File: config.mk
export PLATFORM = sky130hd
export DESIGN_NAME = mem_reset
export DESIGN_NICKNAME = d
export VERILOG_FILES = /design/src/rtl/checkerboard_pkg.sv /design/src/rtl/mem_reset.sv
export SDC_FILE = /design/constraint.sdc
export NUM_CORES = 1
export LEC_CHECK = 0
export ABC_AREA = 1
export ABC_CLOCK_PERIOD_IN_PS = 2100
export BUFFER_PORTS_ARGS = -buffer_cell sky130_fd_sc_hd__clkbuf_2
export CORE_AREA = 4 4 42 44
export CTS_CLUSTER_DIAMETER = 120
export DETAILED_ROUTE_END_ITERATION = 8
export DIE_AREA = 0 0 46 48
export GPL_TIMING_DRIVEN = 0
export MAX_ROUTING_LAYER = met4
export PLACE_DENSITY = 0.69
export SLEW_MARGIN = 20
export SYNTH_ARGS = -nofsm -noshare
export SYNTH_HDL_FRONTEND = slang
export SYNTH_SLANG_ARGS = --single-unit
File: constraint.sdc
create_clock -name clk -period 2.1 [get_ports clk]
set_input_delay 0.21 -clock clk [delete_from_list [all_inputs] [get_ports clk]]
set_output_delay 0.21 -clock clk [all_outputs]
set_load 0.02 [all_outputs]
File: src/rtl/checkerboard_pkg.sv
// Shared checkerboard definitions: board geometry, cell encoding and the
// clear-sweep FSM states used by mem_reset and checkerboard_state_ram.
package checkerboard_pkg;

    localparam int unsigned CB_ADDR_W = 6;
    localparam int unsigned CB_DATA_W = 2;
    localparam int unsigned CB_DEPTH  = 64;

    typedef enum logic [1:0] {
        CELL_EMPTY = 2'b00,
        CELL_BLACK = 2'b01,
        CELL_WHITE = 2'b10
    } cell_e;

    typedef enum logic [1:0] {
        MR_IDLE  = 2'b00,
        MR_CLEAR = 2'b01,
        MR_DONE  = 2'b10
    } mr_state_e;

endpackage : checkerboard_pkg

File: src/rtl/mem_reset.sv
// Sweeps FILL into every word of the external state RAM, one write per cycle,
// while en is held; reports done once the last word has been written.
module mem_reset
    import checkerboard_pkg::*;
#(
    parameter int unsigned       ADDR_W = CB_ADDR_W,
    parameter int unsigned       DATA_W = CB_DATA_W,
    parameter int unsigned       DEPTH  = CB_DEPTH,
    parameter logic [DATA_W-1:0] FILL   = DATA_W'(CELL_EMPTY)
) (
    input  logic              clk,
    input  logic              rst_n,
    input  logic              en,
    output logic              ram_we,
    output logic [ADDR_W-1:0] ram_addr,
    output logic [DATA_W-1:0] ram_data,
    output logic              done
);

    // Terminal compare rather than counter overflow, so DEPTH == 2**ADDR_W works.
    localparam logic [ADDR_W-1:0] LAST_ADDR = ADDR_W'(DEPTH - 1);

    mr_state_e         state_q, state_d;
    logic              we_q, we_d;
    logic [ADDR_W-1:0] addr_q, addr_d;
    logic [DATA_W-1:0] data_q, data_d;
    logic              done_q, done_d;

    // Next state and next registered outputs.
    always_comb begin
        state_d = state_q;
        we_d    = 1'b0;
        addr_d  = '0;
        data_d  = FILL;
        done_d  = 1'b0;

        case (state_q)
            MR_IDLE: begin
                if (en) begin
                    state_d = MR_CLEAR;
                    we_d    = 1'b1;
                end
            end
            MR_CLEAR: begin
                // Dropping en abandons the sweep; a later request restarts at 0.
                if (!en) begin
                    state_d = MR_IDLE;
                end else if (addr_q == LAST_ADDR) begin
                    state_d = MR_DONE;
                    done_d  = 1'b1;
                end else begin
                    we_d   = 1'b1;
                    addr_d = addr_q + ADDR_W'(1);
                end
            end
            MR_DONE: begin
                if (en) begin
                    done_d = 1'b1;
                end else begin
                    state_d = MR_IDLE;
                end
            end
            default: begin
                state_d = MR_IDLE;
            end
        endcase
    end

    always_ff @(posedge clk or negedge rst_n) begin
        if (!rst_n) begin
            state_q <= MR_IDLE;
            we_q    <= 1'b0;
            addr_q  <= '0;
            data_q  <= FILL;
            done_q  <= 1'b0;
        end else begin
            state_q <= state_d;
            we_q    <= we_d;
            addr_q  <= addr_d;
            data_q  <= data_d;
            done_q  <= done_d;
        end
    end

    assign ram_we   = we_q;
    assign ram_addr = addr_q;
    assign ram_data = data_q;
    assign done     = done_q;

endmodule : mem_reset

==> reports/results.tsv <==
metric	value	unit
timing.fmax	825	MHz
ios	13	
antenna_found_initial	0	
die_x	46	µm
syn_inst	58	
slew_viol_final	0	
post-place-ws	0.889	ns
crit_fanout	4	
hold_violations	0	
placedInstanceArea	598	µm²
slowest_stage	dfrtp_1	
max_stage_delay	0.39	ns
die_h	48	µm
fin_setup_tns	0	ns
rr_endpoint	state_q[1]	
rsz0062_at_grt	no	
synthMuxAreaShare	0	%
required	2.26	ns
hold-path-cell-count	3	
ys_seq_elements	10	
n_fill_cell	142	
r2r_slack	0.89	ns
final_common_cell	nand2_1	
reg2regPathDepth	6	
final_cell_count_no_fill	90	
grt_pass1_vias	402	
grt_pass1_wl	1540	µm
finalWirelength	901	µm
netlist_area	524	µm²
post-route-period-util	57.7	%
cts_sinks	10	
synth_top_family_by_area	simple AND/OR/NAND/NOR gates	
worst_ir_drop_vdd	0.358	mV
cap_violations	0	
num_rows	14	
regArea	250	µm²
layout.nets	82	
path_cells	ha_1 -> nand3_2 -> o21bai_4 -> nand2_2 -> nand2_1 -> nand2_1	
synthAdderAreaFrac	9.55	%
dieArea	2210	µm²
cts_tree	done	
core	1440	µm²
initial_core_util	36.5	%
stdcell_area	644	µm²
utilization	44.9	%
multi_input_area	236	µm²
yosysWarnings	0	
postSynthAreaPerCell	9.04	µm²
crit_buf_inv	0	
fin_skew	0.00459	ns
leakagePower	0.343	nW
critPathLaunchType	flip-flop	
hold_class	input port to flip-flop	
routed_via_density	4.66	
drtIter0Drc	0	
vias	419	
post-route-min-period	1.21	ns
antenna_left	0	
setup-violations-final	0	
num_antenna_cells	0	
clk_path_buf_depth	2	
detail_route.wl_per_cell	10.0	µm
drive_above_1_share	29.7	%
clkTransAtPathRegs	0.07	ns
dpl.hpwl	737	µm
cp.arrival	1.37	ns
crit_type	flip-flop to flip-flop	
grtUsageTotal	10.1	%
globalRouteOverflowTotal	0	
port_buffers	10	
hp-start	en	
cpMostUsedCell	nand2_1	
reg2reg_from	ram_addr[0]	
cts_root_buffer	clkbuf_4	
mostFrequentLayoutCells	nand2_1, dfrtp_1, clkbuf_2	
synth_cell_types	16	
gp_congestion	0.771	
clkLatencyLatePin	0.26	ns
placedCellCount	85	
cp-end-kind	flip-flop	
yosys.area_share.simple	22.2	%
finalWorstSetupSlack	0.888	ns
p_per_area	915	nW/µm²
cts_made_buffers	3	
h-tree-depth	1	
ys_seq_area_share	47.7	%
drc	0	
cts_resized	0	
synth_compound_area_share	11.9	%
crit_family	flip-flops	
grt_max_degree	11	
status	finished, final reports clean	
area_delta_synth_final	22.9	%
synth_xor_area_share	0	%
worstHoldEndpoint	ram_we	
drtPass1Iterations	1	
-- kinds of logic after synthesis --
| family | count (synthesis) |
|---|---|
| flops | 10 |
| fa+ha+maj | 4 |
| compound gates | 8 |
| buf+inv | 9 |
| simple gates | 26 |
| other cells | 1 |
-- routing by layer --
| layer | wire [µm] | share of wire, % | global-route usage, % | vias to the layer above |
|---|---|---|---|---|
| met5 | 0 | 0 | - | - |
| met4 | 8 | 0.89 | 5.11 | 0 |
| met3 | 60 | 6.7 | 2.26 | 2 |
| met2 | 413 | 46 | 16.8 | 13 |
| met1 | 419 | 47 | 11.3 | 194 |
| li1 | - | - | - | 210 |
-- cells in the mapped netlist --
master	instances	share of area [%]
buf_4	2	2.9
nand3_2	1	1.9
a21oi_1	3	2.9
nand3_1	4	3.8
nand2_2	1	1.2
o21a_1	1	1.4
nor2_1	5	3.6
conb_1	1	0.72
o21ai_0	2	1.9
ha_1	4	9.5
inv_1	7	5.0
dfrtp_1	10	48
nand2_1	13	9.3
nor2_2	2	2.4
o21bai_4	1	3.6
a21boi_2	1	2.1
-- power breakdown --
| group | internal (mW) | switching, mW | leakage (nW) |
|---|---|---|---|
| clock network | 0.105 | 0.0686 | 0.0210 |
| registers | 0.220 | 0.0194 | 0.135 |
| logic | 0.0694 | 0.107 | 0.187 |
| total | 0.394 | 0.195 | 0.343 |
-- sequential cells by signal, indices dropped and copies added, names as in the netlist --
signal,cells
done,1
ram_addr,6
ram_we,1
state_q,2
-- worst register-to-register path, cell delays in order, from the launching register on --
cell	delay [ns]
dfrtp_1	0.39
ha_1	0.21
nand3_2	0.14
o21bai_4	0.19
nand2_2	0.07
nand2_1	0.06
nand2_1	0.05
-- worst max path at each step --
stage	startpoint	endpoint	slack (ns)	cells past startpoint
floorplan	ram_addr[0]	state_q[0]	0.84	6
CTS	ram_addr[0]	ram_addr[3]	0.87	6
finish	ram_addr[0]	state_q[1]	0.89	6
detailed placement	ram_addr[0]	ram_addr[3]	0.89	6
global placement	ram_addr[0]	state_q[0]	0.90	6
global route	ram_addr[0]	ram_addr[3]	0.77	6
-- final cells by class --
type                       instances  share of cell area (%)
multi-input combinational         40                    36.7
tap                               16                    3.11
sequential                        10                    38.8
clock buffer                       4                    5.63
timing repair buffer              11                    9.32
inverter                           7                    4.08
buffer                             2                    2.33
-- what timing repair did --
item	4_1_cts	5_1_grt
setup endpoints to repair	0	0
buffers inserted	0	0
hold buffers	1	0
hold endpoints to repair	10	0
-- per-stage QoR --
step	total power, mW	hold WS, ns
2_1_floorplan	0.370	-0.0856
3_3_place_gp	0.413	0.0852
3_5_place_dp	0.419	0.0896
4_1_cts	0.596	0.201
5_1_grt	0.624	0.235
6_report	0.589	0.202
(Power assumes the default switching activity.)
